File: src/rtl/sine_fixed.sv
// Multi-cycle Q16.16 sine of an integer angle in degrees, via a 91-entry quarter-wave table.
// Build option: define SINE_NEG_ANGLE_EN to read values 360..511 as -152..-1 degrees.
module sine_fixed (
  input  logic        clk_in,
  input  logic        rst_in,
  input  logic        start,
  input  logic [8:0]  value,
  output logic        done,
  output logic [31:0] amp_out
);

  typedef enum logic [1:0] {IDLE, FOLD, LOOKUP, OUT} state_t;

  state_t      state;
  logic [8:0]  ang;
  logic [6:0]  k;
  logic        neg;
  logic [16:0] mag;

  logic [8:0]  a;
  logic [6:0]  k_fold;
  logic        neg_fold;

  // round(65536 * sin(idx degrees)) for idx = 0..90
  function automatic logic [16:0] sin_lut(input logic [6:0] idx);
    logic [16:0] v;
    // NOTE: a default arm covers idx 91..127, so the case never leaves v unassigned.
    case (idx)
      7'd0:  v = 17'd0;     7'd1:  v = 17'd1144;  7'd2:  v = 17'd2287;  7'd3:  v = 17'd3430;
      7'd4:  v = 17'd4572;  7'd5:  v = 17'd5712;  7'd6:  v = 17'd6850;  7'd7:  v = 17'd7987;
      7'd8:  v = 17'd9121;  7'd9:  v = 17'd10252; 7'd10: v = 17'd11380; 7'd11: v = 17'd12505;
      7'd12: v = 17'd13626; 7'd13: v = 17'd14742; 7'd14: v = 17'd15855; 7'd15: v = 17'd16962;
      7'd16: v = 17'd18064; 7'd17: v = 17'd19161; 7'd18: v = 17'd20252; 7'd19: v = 17'd21336;
      7'd20: v = 17'd22415; 7'd21: v = 17'd23486; 7'd22: v = 17'd24550; 7'd23: v = 17'd25607;
      7'd24: v = 17'd26656; 7'd25: v = 17'd27697; 7'd26: v = 17'd28729; 7'd27: v = 17'd29753;
      7'd28: v = 17'd30767; 7'd29: v = 17'd31772; 7'd30: v = 17'd32768; 7'd31: v = 17'd33754;
      7'd32: v = 17'd34729; 7'd33: v = 17'd35693; 7'd34: v = 17'd36647; 7'd35: v = 17'd37590;
      7'd36: v = 17'd38521; 7'd37: v = 17'd39441; 7'd38: v = 17'd40348; 7'd39: v = 17'd41243;
      7'd40: v = 17'd42126; 7'd41: v = 17'd42995; 7'd42: v = 17'd43852; 7'd43: v = 17'd44695;
      7'd44: v = 17'd45525; 7'd45: v = 17'd46341; 7'd46: v = 17'd47143; 7'd47: v = 17'd47930;
      7'd48: v = 17'd48703; 7'd49: v = 17'd49461; 7'd50: v = 17'd50203; 7'd51: v = 17'd50931;
      7'd52: v = 17'd51643; 7'd53: v = 17'd52339; 7'd54: v = 17'd53020; 7'd55: v = 17'd53684;
      7'd56: v = 17'd54332; 7'd57: v = 17'd54963; 7'd58: v = 17'd55578; 7'd59: v = 17'd56175;
      7'd60: v = 17'd56756; 7'd61: v = 17'd57319; 7'd62: v = 17'd57865; 7'd63: v = 17'd58393;
      7'd64: v = 17'd58903; 7'd65: v = 17'd59396; 7'd66: v = 17'd59870; 7'd67: v = 17'd60326;
      7'd68: v = 17'd60764; 7'd69: v = 17'd61183; 7'd70: v = 17'd61584; 7'd71: v = 17'd61966;
      7'd72: v = 17'd62328; 7'd73: v = 17'd62672; 7'd74: v = 17'd62997; 7'd75: v = 17'd63303;
      7'd76: v = 17'd63589; 7'd77: v = 17'd63856; 7'd78: v = 17'd64104; 7'd79: v = 17'd64332;
      7'd80: v = 17'd64540; 7'd81: v = 17'd64729; 7'd82: v = 17'd64898; 7'd83: v = 17'd65048;
      7'd84: v = 17'd65177; 7'd85: v = 17'd65287; 7'd86: v = 17'd65376; 7'd87: v = 17'd65446;
      7'd88: v = 17'd65496; 7'd89: v = 17'd65526; 7'd90: v = 17'd65536;
      default: v = 17'd0;
    endcase
    return v;
  endfunction

  // Bring the latched angle into 0..359; the negative build maps x-512 to its mod-360 twin.
  always_comb begin
    a = ang;
    if (ang >= 9'd360) begin
`ifdef SINE_NEG_ANGLE_EN
      a = ang - 9'd152;
`else
      a = ang - 9'd360;
`endif
    end
  end

  always_comb begin
    k_fold   = 7'(a);
    neg_fold = 1'b0;
    if (a <= 9'd90) begin
      k_fold = 7'(a);
    end else if (a <= 9'd180) begin
      k_fold = 7'(9'd180 - a);
    end else if (a <= 9'd270) begin
      k_fold   = 7'(a - 9'd180);
      neg_fold = 1'b1;
    end else begin
      k_fold   = 7'(9'd360 - a);
      neg_fold = 1'b1;
    end
  end

  // NOTE: every register here uses <= so each stage sees the previous stage's old value.
  always_ff @(posedge clk_in or negedge rst_in) begin
    if (!rst_in) begin
      state   <= IDLE;
      done    <= 1'b0;
      amp_out <= 32'd0;
      ang     <= 9'd0;
      k       <= 7'd0;
      neg     <= 1'b0;
      mag     <= 17'd0;
    end else begin
      done <= 1'b0;
      case (state)
        IDLE: begin
          if (start) begin
            ang   <= value;
            state <= FOLD;
          end
        end
        FOLD: begin
          k     <= k_fold;
          neg   <= neg_fold;
          state <= LOOKUP;
        end
        LOOKUP: begin
          mag   <= sin_lut(k);
          state <= OUT;
        end
        OUT: begin
          // Two's-complement negation of zero is zero, so 180 degrees never yields -0.
          amp_out <= neg ? -{15'd0, mag} : {15'd0, mag};
          done    <= 1'b1;
          state   <= IDLE;
        end
        default: state <= IDLE;
      endcase
    end
  end

endmodule

File: config.mk
export PLATFORM = sky130hd
export DESIGN_NAME = sine_fixed
export DESIGN_NICKNAME = d
export VERILOG_FILES = /design/src/rtl/sine_fixed.sv
export SDC_FILE = /design/constraint.sdc
export NUM_CORES = 1
export LEC_CHECK = 0
export CORE_MARGIN = 2
export CORE_UTILIZATION = 45
export CTS_CLUSTER_DIAMETER = 80
export CTS_CLUSTER_SIZE = 40
export DETAILED_ROUTE_END_ITERATION = 10
export DONT_BUFFER_PORTS = 1
export PLACE_DENSITY = 0.59
export SYNTH_ARGS = -nofsm -noshare
export SYNTH_HDL_FRONTEND = slang
export SYNTH_SLANG_ARGS = --single-unit
File: constraint.sdc
create_clock -name clk_in -period 4.6 [get_ports clk_in]
set_clock_uncertainty 0.1 [all_clocks]
set_input_delay 0.92 -clock clk_in [delete_from_list [all_inputs] [get_ports clk_in]]
set_output_delay 0.92 -clock clk_in [all_outputs]
set_load 0.05 [all_outputs]
Word-level counts from Yosys, hierarchy flattened --
Memory sizes are Yosys's and may differ from the RTL's. A register that Yosys moved wholly into a read port is not among the register bits. Cells that the tools add are included.
Word-level totals: output and inout port bits 33, bits in registers 52, bits in read-only memories 2176, word-level logic and storage cells 33, input bits 12, memories kept 1
Memories:
- (no name shown) | depth 128, bits a word 17, read ports 1, clocked after memory_dff 1, write ports 0, RTL line 28 | case (idx)
Operators by class: magnitude comparators 4, mux-type cells 10, reduce and logical (&&, ||, !) cells 3, equality and inequality tests 4, add/subtract/negate cells 5
Operators by type and width (number):
- 2-to-1 mux 32 bit | 1
- negator 17 -> 32 bit | 1
- 2-to-1 mux 7 bit | 3
- >= comparator 9 bit (second input constant) | 1
- <= comparator 9 x 7 -> 1 bit (second input constant) | 1
- <= comparator 9 x 8 -> 1 bit (second input constant) | 1
- <= comparator 9 bit (second input constant) | 1
- 2-to-1 mux 9 bit | 1
- subtractor 9 bit (second input constant) | 1
- case mux 2 bit (4 select lines) | 1
- subtractor 6 x 7 -> 7 bit (first input constant) | 1
- subtractor 7 x 6 -> 7 bit (second input constant) | 1
- subtractor 7 bit (first input constant) | 1
- equality test 2 bit (second input constant) | 2
- 2-to-1 mux 1 bit | 3
- equality test 2 x 1 -> 1 bit (second input constant) | 1
- zero test 2 bit | 1
- 2-to-1 mux 2 bit | 1
- inequality test 2 bit (second input constant) | 1
- AND reduction 2 bit | 1
- zero test 1 bit | 1

Longest topological paths before layout --
Gate-level depths: netlist of run 1.
word-level depth 6, mapped depth 15, mapped depth without buffers 13

Worst setup path after synthesis of run 1 --
No wires, ideal clock.
path type register -> register, start point register ang[3], end point register k[4], path buffers 2, setup time 0.118 ns, arrival time 2.955 ns, period minus slack after synthesis 3.174 ns, slack 1.426 ns, required time 4.382 ns, cell stages (with the launch flop) 16, cells stage by stage dfrtp_1 buf_2 inv_1 ha_1 nand4b_1 and2_1 clkbuf_1 o2111a_1 inv_1 ha_1 a22oi_1 a31oi_1 o21ai_2 a21boi_0 o21ai_0 a21o_1
Between the ends: word-level cells in the longest chain between the ends 6, elaborated cells between the ends (all ways) 12, classes of those cells 4 x add/sub; 4 x order compare; 4 x mux
Ends and longest elaborated chain:
- start: declaration | RTL line 15 | logic [8:0] ang;
- start signal: assignment | RTL line 100 | ang <= value;
- subtractor 9 bit or >= comparator 9 bit (tied branches) | RTL line 64, 60
- 2-to-1 mux 9 bit (*) | RTL line 60 | if (ang >= 9'd360) begin
- <= comparator 9 bit, or another cell as far along | RTL line 76 | end else if (a <= 9'd270) begin
- 2-to-1 mux 7 bit | RTL line 76
- 2-to-1 mux 7 bit | RTL line 74 | end else if (a <= 9'd180) begin
- 2-to-1 mux 7 bit (*) | RTL line 72 | if (a <= 9'd90) begin
- end signal: assignment | RTL line 105 | k <= k_fold;
- end: declaration | RTL line 16 | logic [6:0] k;
Mark *: on every way between the ends. The rest lies on a longest branch, timed or not. A chain may end at the register's enable or synchronous reset.

Worst setup path in the final report of run 1 --
start point register ang[3], end point register k[6]
Same word-level chain as after synthesis.

==> impl_metrics.yaml, run 1 <==
synth:
  syn-instance-count: 699
  synthArstFlopShare_pct: 100
  yosys-top-cells-count: "nor2_1, dfrtp_1, nand2_1"
  ys.flop_type: "dfrtp_1"
  synth_fa_ha_area_share_pct: 6.36
  yosysWarnings: 0
  synth-xor-area-share_pct: 3.00
  yosysMostFrequentCell: "nor2_1"
  synthMuxAreaShare_pct: 5.12
  yosys.area_share.simple_pct: 17.6
  synth_edf_count: 0
  synth_area_leaders: "dfrtp_1, a21oi_1, ha_1"
  synth_cell_type_count: 73
  ys_ff_latch: 69
  syn_nets: 738
  synth-compound-area-share_pct: 30.4
  synth_seq_area_share_pct: 31.1
  netlist.area_leader.share_pct: 31.1
  yosys.area.top_type: "dfrtp_1"
  synth_area_sq_mm: 0.00555
  synth_top_family_by_area: "compound AO/OA/AOI/OAI gates"
  avgSynthCellArea_sq_um: 7.94
die:
  die_y_um: 115
  num_rows: 40
  io_pins: 45
  dieArea_sq_mm: 0.0132
  core-area_sq_mm: 0.0120
  dieWidth_um: 115
  initial_core_util_pct: 46.2
timing:
  setup-violations-final: 0
  slew_headroom_pct: 46.8
  timing.setup.tns_ps: 0
  holdWs_ps: 166
  hold_viol: 0
  rsz0062_at_grt: "false"
  worstMarginPinSlew_ps: 793
  period_needed_ps: 3660
  fin_crit_sh_pct: 79.6
  fmax_ghz: 0.273
  slew_viol_final: 0
detailed_routing:
  viasPerCell: 6.58
  drc_errors: 0
  antenna_left: 0
  vias: 5367
  first_pass_iters: 5
  drt-total-wl_um: 16000
  drt_iter0_drc: 669
  wl_per_cell_um: 19.6
worst_setup_path:
  crit_required_ps: 4730
  start_kind: "register"
  crit_fanout: 10
  critPathSlowestCell: "a211oi_1"
  worstSetupPathType: "register to register"
  cp-end-kind: "register"
  crit_chain: "inv_1 -> ha_1 -> nand4b_1 -> and2_1 -> a211oi_1 -> a2111oi_2 -> a211oi_2 -> mux2i_1 -> nand4_1 -> o211a_1"
  cpPeakStageDelay_ps: 710
  ff2ff_setup_slack_ps: 940
  cp.arrival_ps: 3790
run:
  cap_violations: 0
final_layout:
  fillerInstances: 1149
  syn_to_final_growth_pct: 6.15
  multi_input_area_sq_mm: 0.00347
  fin_nets: 703
  final_layout_size_suffix_gt1_share_pct: 8.67
  stdcell_area_sq_mm: 0.00589
  final_util_pct: 49.1
  seqCellArea_sq_mm: 0.00173
  insertedDiodeCount: 0
cts:
  postCtsSetupRepairBufs: 0
  cts_made_buffers: 9
  cts_sinks: 69
  cts_tree: "yes"
  clockBufferDepth: 2
  cts.clk_slew.worst_paths_ps: 60
  htree_num_levels: 3
  cts_root_buffer: "clkbuf_16"
  ctsHoldBuffers: 0
  clk_latency_ps: 340
  ctsResizeCount: 0
place:
  dpl.hpwl_um: 10700
  placed_area_sq_mm: 0.00559
  portBuffers: 0
  routabilityCongestion: 0.952
grt:
  grt_overflow: 0
  first_global_vias: 4822
  grt_max_degree: 70
  antenna_found_initial: 0
  grt_pass1_wl_um: 25600
  grt_use_total_pct: 24.2
worst_hold_path:
  hold_path_class: "input pin to asynchronous set/reset pin"
status:
  status: "complete, no violations"
==> logic make-up after synthesis <==
group,Yosys count
AOI/OAI and AO/OA,255
and+or+nand+nor,214
buffers and inverters,92
DFF,69
adders and majority gates,27
muxes,23
xor gates and xnor gates,19
==> metrics by stage <==
stage,cells,setup WS [ps]
after floorplan,699,1430
after global placement,800,1200
after detailed placement,800,1080
after CTS,816,1070
after global routing,816,701
final,816,939
==> state kept, by name, indices dropped and copies added (netlist names) <==
register,count
amp_out,32
ang,9
done,1
k,7
mag,17
neg,1
state,2
==> metal layers <==
layer / vias up / share of wire, % / GRT usage, %
met2: 320 / 43 / 35.7
met5: - / 0 / 0
met4: 0 / 2.7 / 8.84
met3: 39 / 9.3 / 5.17
li1: 2479 / - / -
met1: 2529 / 45 / 35.0
==> placed cells by master (no fill, tap or decap), types with 5 or more instances in the layout <==
master     netlist  final
a211o_1          5      5
a211oi_1        14     14
a21oi_1         66     66
a221oi_1         5      5
a311oi_1         8      8
a31oi_1         14     14
buf_4            0      9
clkbuf_16        0      9
dfrtp_1         69     67
ha_1            25     25
inv_1           34     34
mux2_2          13     13
mux2i_1          7      7
nand2_1         68     68
nand2b_1        10     10
nand3_1         16     16
nor2_1          71     71
nor2b_1          7      7
nor3_1          15     15
o211ai_1        11     11
o21a_1           8      8
o21ai_0         58     58
o221ai_1         5      5
o22ai_1          5      5
o311ai_0         5      5
o31ai_1          9      9
xnor2_1          5      5
xor2_1          14     14
==> layout make-up <==
type	instances	area share (%)
Tap cell	147	3.12
Sequential cell	69	29.3
Clock buffer	9	3.82
Inverter	37	2.36
Clock inverter	7	1.36
Multi-Input combinational cell	538	58.8
Timing Repair Buffer	9	1.15
==> worst paths after layout <==
check / start / to / cells after the start
setup / recovery: ang[3] / k[6] / 10
hold / removal: rst_in / mag[7] / 0
setup reg to reg: ang[3] / k[6] / 10
hold reg to reg: mag[12] / mag[12] / 1
max in group asynchronous: rst_in / k[2] / 0
min in group clk_in: mag[12] / mag[12] / 1
==> worst max-delay path: cells and delay by family, from the launching register on <==
family | cells | cell delay (ps)
flops | 1 | 510
simple gates | 3 | 650
fa+ha+maj | 1 | 310
mux | 1 | 350
buf+inv | 1 | 150
compound gates | 4 | 1490
Power of run 1 is not shown: default switching activity piles up to over one toggle a cycle in this logic, so the estimate is an artifact.
==> inputs of run 2 (changes only) <==
==> constraint.sdc (replaced) <==
create_clock -name clk_in -period 3.8 [get_ports clk_in]
set_clock_uncertainty 0.1 [all_clocks]
set_input_delay 0.76 -clock clk_in [delete_from_list [all_inputs] [get_ports clk_in]]
set_output_delay 0.76 -clock clk_in [all_outputs]
set_load 0.05 [all_outputs]
==> run 2 against run 1 <==
Net effect: die area stayed put; worst setup slack worse by 560 ps; fmax is 7.1% higher; via count is 2.3% lower; routed wire length is 4.4% lower; critical endpoint unchanged.
==> impl_metrics.yaml, run 2 (synthesized netlist as in run 1, its figures left out) <==
cts:
  cts_made_buffers: 9
  ctsHoldBuffers: 0
  htree_num_levels: 3
  cts_sinks: 69
  clk_latency_ps: 330
  clockBufferDepth: 2
  ctsResizeCount: 0
  postCtsSetupRepairBufs: 0
  cts.clk_slew.worst_paths_ps: 60
  cts_root_buffer: "clkbuf_16"
  cts_tree: "yes"
die:
  die_y_um: 115
  dieArea_sq_mm: 0.0132
  io_pins: 45
  core-area_sq_mm: 0.0120
  num_rows: 40
  dieWidth_um: 115
  initial_core_util_pct: 46.2
grt:
  grt_pass1_wl_um: 24700
  grt_max_degree: 81
  grt_overflow: 0
  first_global_vias: 4823
  grt_use_total_pct: 23.2
  antenna_found_initial: 0
detailed_routing:
  first_pass_iters: 5
  drt-total-wl_um: 15300
  drc_errors: 0
  drt_iter0_drc: 539
  wl_per_cell_um: 18.6
  viasPerCell: 6.40
  antenna_left: 0
  vias: 5245
final_layout:
  stdcell_area_sq_mm: 0.00596
  largestRegisters: "amp_out (32), mag (17), ang (9)"
  fin_nets: 707
  final_layout_size_suffix_gt1_share_pct: 9.36
  final_common_cell: "nor2_1"
  largest-register: "amp_out"
  largest_register_ffs: 32
  instances_no_fill: 820
  syn_to_final_growth_pct: 7.33
  insertedDiodeCount: 0
  final_cell_mix: "nor2_1, nand2_1, dfrtp_1"
worst_setup_path:
  worstSetupPathType: "register to register"
  cp-end-kind: "register"
  cp.arrival_ps: 3540
  crit_required_ps: 3920
  ff2ff_setup_slack_ps: 380
  start_kind: "register"
  crit_fanout: 10
place:
  placed_area_sq_mm: 0.00562
  portBuffers: 0
  place_inst: 804
  routabilityCongestion: 1.00
  dpl.hpwl_um: 10600
timing:
  slew_viol_final: 0
  fin_crit_sh_pct: 89.9
  holdWs_ps: 22.7
  fmax_ghz: 0.293
  timing.setup.tns_ps: 0
  rsz0062_at_grt: "false"
  setup-violations-final: 0
  period_needed_ps: 3420
  hold_viol: 0
  slew_headroom_pct: 48.6
  worstMarginPinSlew_ps: 769
run:
  cap_violations: 0
worst_hold_path:
  hold_path_class: "input pin to asynchronous set/reset pin"
status:
  status: "complete, no violations"
## run 2: changes by cell type in the layout (fill, tap and decap cells not counted), sizes merged
cell	change
clkinvlp	-2
bufinv	+1
clkinv	+1
buf	+4
## run 2: stage by stage
step | util (%) | worst slack, ps
global placement | 46.8 | 428
finish | 49.6 | 382
CTS | 49.5 | 256
floorplan | - | 626
global route | 49.6 | 35.3
detailed placement | 46.8 | 271
## run 2: worst paths after layout
check,to,startpoint,cells past startpoint
hold / removal,amp_out[8],rst_in,0
hold reg to reg,mag[12],mag[12],1
min in group clk_in,mag[12],mag[12],1
setup reg to reg,k[6],ang[3],10
setup / recovery,k[6],ang[3],10
max in group asynchronous,k[2],rst_in,0
## run 2: area by class of cell
type	instances	area [sq um]
flip-flops and latches	69	1730
fillers	1148	6050
inverters	37	139
repair buffers	13	97.6
well taps	147	184
clock inverters	7	106
multi-input cells	538	3480
clock buffers	9	225
## run 2: routing by layer
metal  wire length (um)  vias up  track usage (%)
li1                   -     2503                -
met1               7040     2444             33.2
met2               6740      266             34.7
met5                  0        -                0
met4                327        0             7.79
met3               1150       32             4.85
## run 2: worst max-delay path, cell delays in order (launching register included)
cell and delay [ps]:
dfrtp_1 490, inv_1 140, ha_1 300, nand4b_1 240, and2_1 260, a211oi_1 590, a2111oi_2 140, a211oi_2 460
mux2i_1 310, nand4_1 120, o211a_1 150
Power of run 2 is left out for the same reason.
==> inputs of run 3 (changes only) <==
--- a/config.mk
+++ b/config.mk
@@ -7,11 +7,14 @@
 export LEC_CHECK = 0
 export CORE_MARGIN = 2
 export CORE_UTILIZATION = 45
+export CTS_BUF_LIST = sky130_fd_sc_hd__clkbuf_2
 export CTS_CLUSTER_DIAMETER = 80
 export CTS_CLUSTER_SIZE = 40
 export DETAILED_ROUTE_END_ITERATION = 10
 export DONT_BUFFER_PORTS = 1
+export GPL_TIMING_DRIVEN = 0
 export PLACE_DENSITY = 0.59
+export SKIP_CTS_REPAIR_TIMING = 1
 export SYNTH_ARGS = -nofsm -noshare
 export SYNTH_HDL_FRONTEND = slang
 export SYNTH_SLANG_ARGS = --single-unit
==> run 3 against run 2 <==
Net effect: global-route usage increased by 6.4 points; clock-buffer cell count stayed put; first-iteration DRC count grew 52%; routed wire length grew 29%; final cell count increased by 5.5%; hold slack gained 190 ps; non-clock buffer count rose by 45; fmax is 9.7% lower; critical path depth up 1; die area unchanged; worst setup slack got worse by 370 ps; via count rose by 9.3%; critical endpoint is now mag[0]; highest routed layer unchanged.
==> impl_metrics.yaml, run 3 (synthesized netlist as in run 1, its figures left out) <==
timing:
  slew_headroom_pct: 40.6
  timing.setup.tns_ps: 0
  setup-violations-final: 0
  fin_crit_sh_pct: 99.6
  fmax_ghz: 0.264
  period_needed_ps: 3790
  worstMarginPinSlew_ps: 892
  rsz0062_at_grt: "true"
  slew_viol_final: 0
  hold_viol: 0
final_layout:
  final_common_cell: "nor2_1"
  stdcell_area_sq_mm: 0.00592
  insertedDiodeCount: 0
  syn_to_final_growth_pct: 6.74
  fin_nets: 752
  largestRegisters: "amp_out (32), mag (17), ang (9)"
  largest_register_ffs: 32
  final_cell_mix: "nor2_1, dfrtp_1, nand2_1"
  fillerInstances: 1184
  final_layout_size_suffix_gt1_share_pct: 8.50
  largest-register: "amp_out"
cts:
  htree_num_levels: 3
  cts_tree: "yes"
  cts_made_buffers: 9
  clk_latency_ps: 570
  cts_root_buffer: "clkbuf_2"
  clockBufferDepth: 2
  cts.clk_slew.worst_paths_ps: 240
  cts_sinks: 69
worst_hold_path:
  hold_start: "value[3]"
  hold_path_class: "input pin to register"
  worstHoldPathCells: 1
  hold_path_end: "ang[3]"
worst_setup_path:
  crit-reg2reg-launch: "k[0]"
  start_kind: "register"
  worstReg2RegEnd: "mag[0]"
  crit_fanout: 10
  critPathSlowestCell: "dfrtp_1"
  crit_required_ps: 4170
  r2r_cells: 11
  cp.arrival_ps: 4160
  crit_buf_inv: 3
  path_delay_family: "buffers and inverters"
  cp-end-kind: "register"
  crit_chain: "clkbuf_1 -> inv_1 -> ha_1 -> clkbuf_2 -> nor2_1 -> o21ai_0 -> nand2_1 -> a311oi_1 -> nor4_1 -> a31oi_1 -> a21oi_1"
  worstSetupPathType: "register to register"
  cpPeakStageDelay_ps: 640
  ff2ff_setup_slack_ps: 10
grt:
  first_global_vias: 5435
  antenna_found_initial: 0
  grt_overflow: 0
  grt_max_degree: 70
  grt_pass1_wl_um: 29900
  grt_use_total_pct: 29.6
detailed_routing:
  first_pass_iters: 8
  drt-total-wl_um: 19800
  wl_per_cell_um: 22.8
  vias: 5732
  drc_errors: 0
  antenna_left: 0
  drt_iter0_drc: 819
  viasPerCell: 6.63
die:
  dieArea_sq_mm: 0.0132
  core-area_sq_mm: 0.0120
  initial_core_util_pct: 46.2
  die_y_um: 115
  io_pins: 45
  num_rows: 40
  dieWidth_um: 115
place:
  portBuffers: 0
  placed_area_sq_mm: 0.00573
  routabilityCongestion: 1.02
  dpl.hpwl_um: 14100
status:
  status: "complete, no violations"
run:
  cap_violations: 0
-- run 3: layout make-up --
| class | instances | area (sq um) | area share [%] |
|---|---|---|---|
| Tap cell | 147 | 184 | 3.10 |
| Clock inverter | 7 | 80.1 | 1.35 |
| Multi-Input combinational cell | 538 | 3480 | 58.7 |
| Inverter | 37 | 143 | 2.41 |
| Clock buffer | 9 | 45.0 | 0.760 |
| Timing Repair Buffer | 4 | 52.6 | 0.887 |
| Buffer | 54 | 216 | 3.65 |
| Sequential cell | 69 | 1730 | 29.1 |
-- run 3: per-stage QoR --
step           hold slack, ps  util (%)  cells  setup WS (ps)
3_3_place_gp              366      47.7    846           -184
2_1_floorplan             364         -    699            626
3_5_place_dp              366      47.7    846          -62.1
4_1_cts                  -300      48.8    862           -159
6_report                  211      49.3    865           15.0
5_1_grt                   152      49.3    865          -57.4
-- run 3: routing by layer --
| layer | part of all wire [%] | global-route usage [%] | vias to the layer above |
|---|---|---|---|
| met3 | 10 | 6.43 | 79 |
| met1 | 41 | 39.6 | 2685 |
| met5 | 0 | 0 | - |
| met4 | 4.2 | 14.6 | 0 |
| li1 | - | - | 2581 |
| met2 | 44 | 45.2 | 387 |
-- run 3: how the worst max path moves through the flow --
stage	slack (ps)	endpoint	startpoint	cells past startpoint
6_report	10	mag[0]	k[0]	11
5_1_grt	-60	mag[0]	k[0]	11
3_5_place_dp	-60	mag[0]	k[1]	11
4_1_cts	-160	mag[0]	k[1]	11
2_1_floorplan	630	k[4]	ang[3]	15
3_3_place_gp	-180	mag[0]	k[1]	11
-- run 3: worst register-to-register path, cell delays in order, from the launching register on --
cell      delay (ps)
dfrtp_1          640
clkbuf_1         480
inv_1            360
ha_1             450
clkbuf_2         270
nor2_1           250
o21ai_0          110
nand2_1          190
a311oi_1          70
nor4_1           470
a31oi_1          110
a21oi_1          170
Power of run 3 is left out for the same reason.
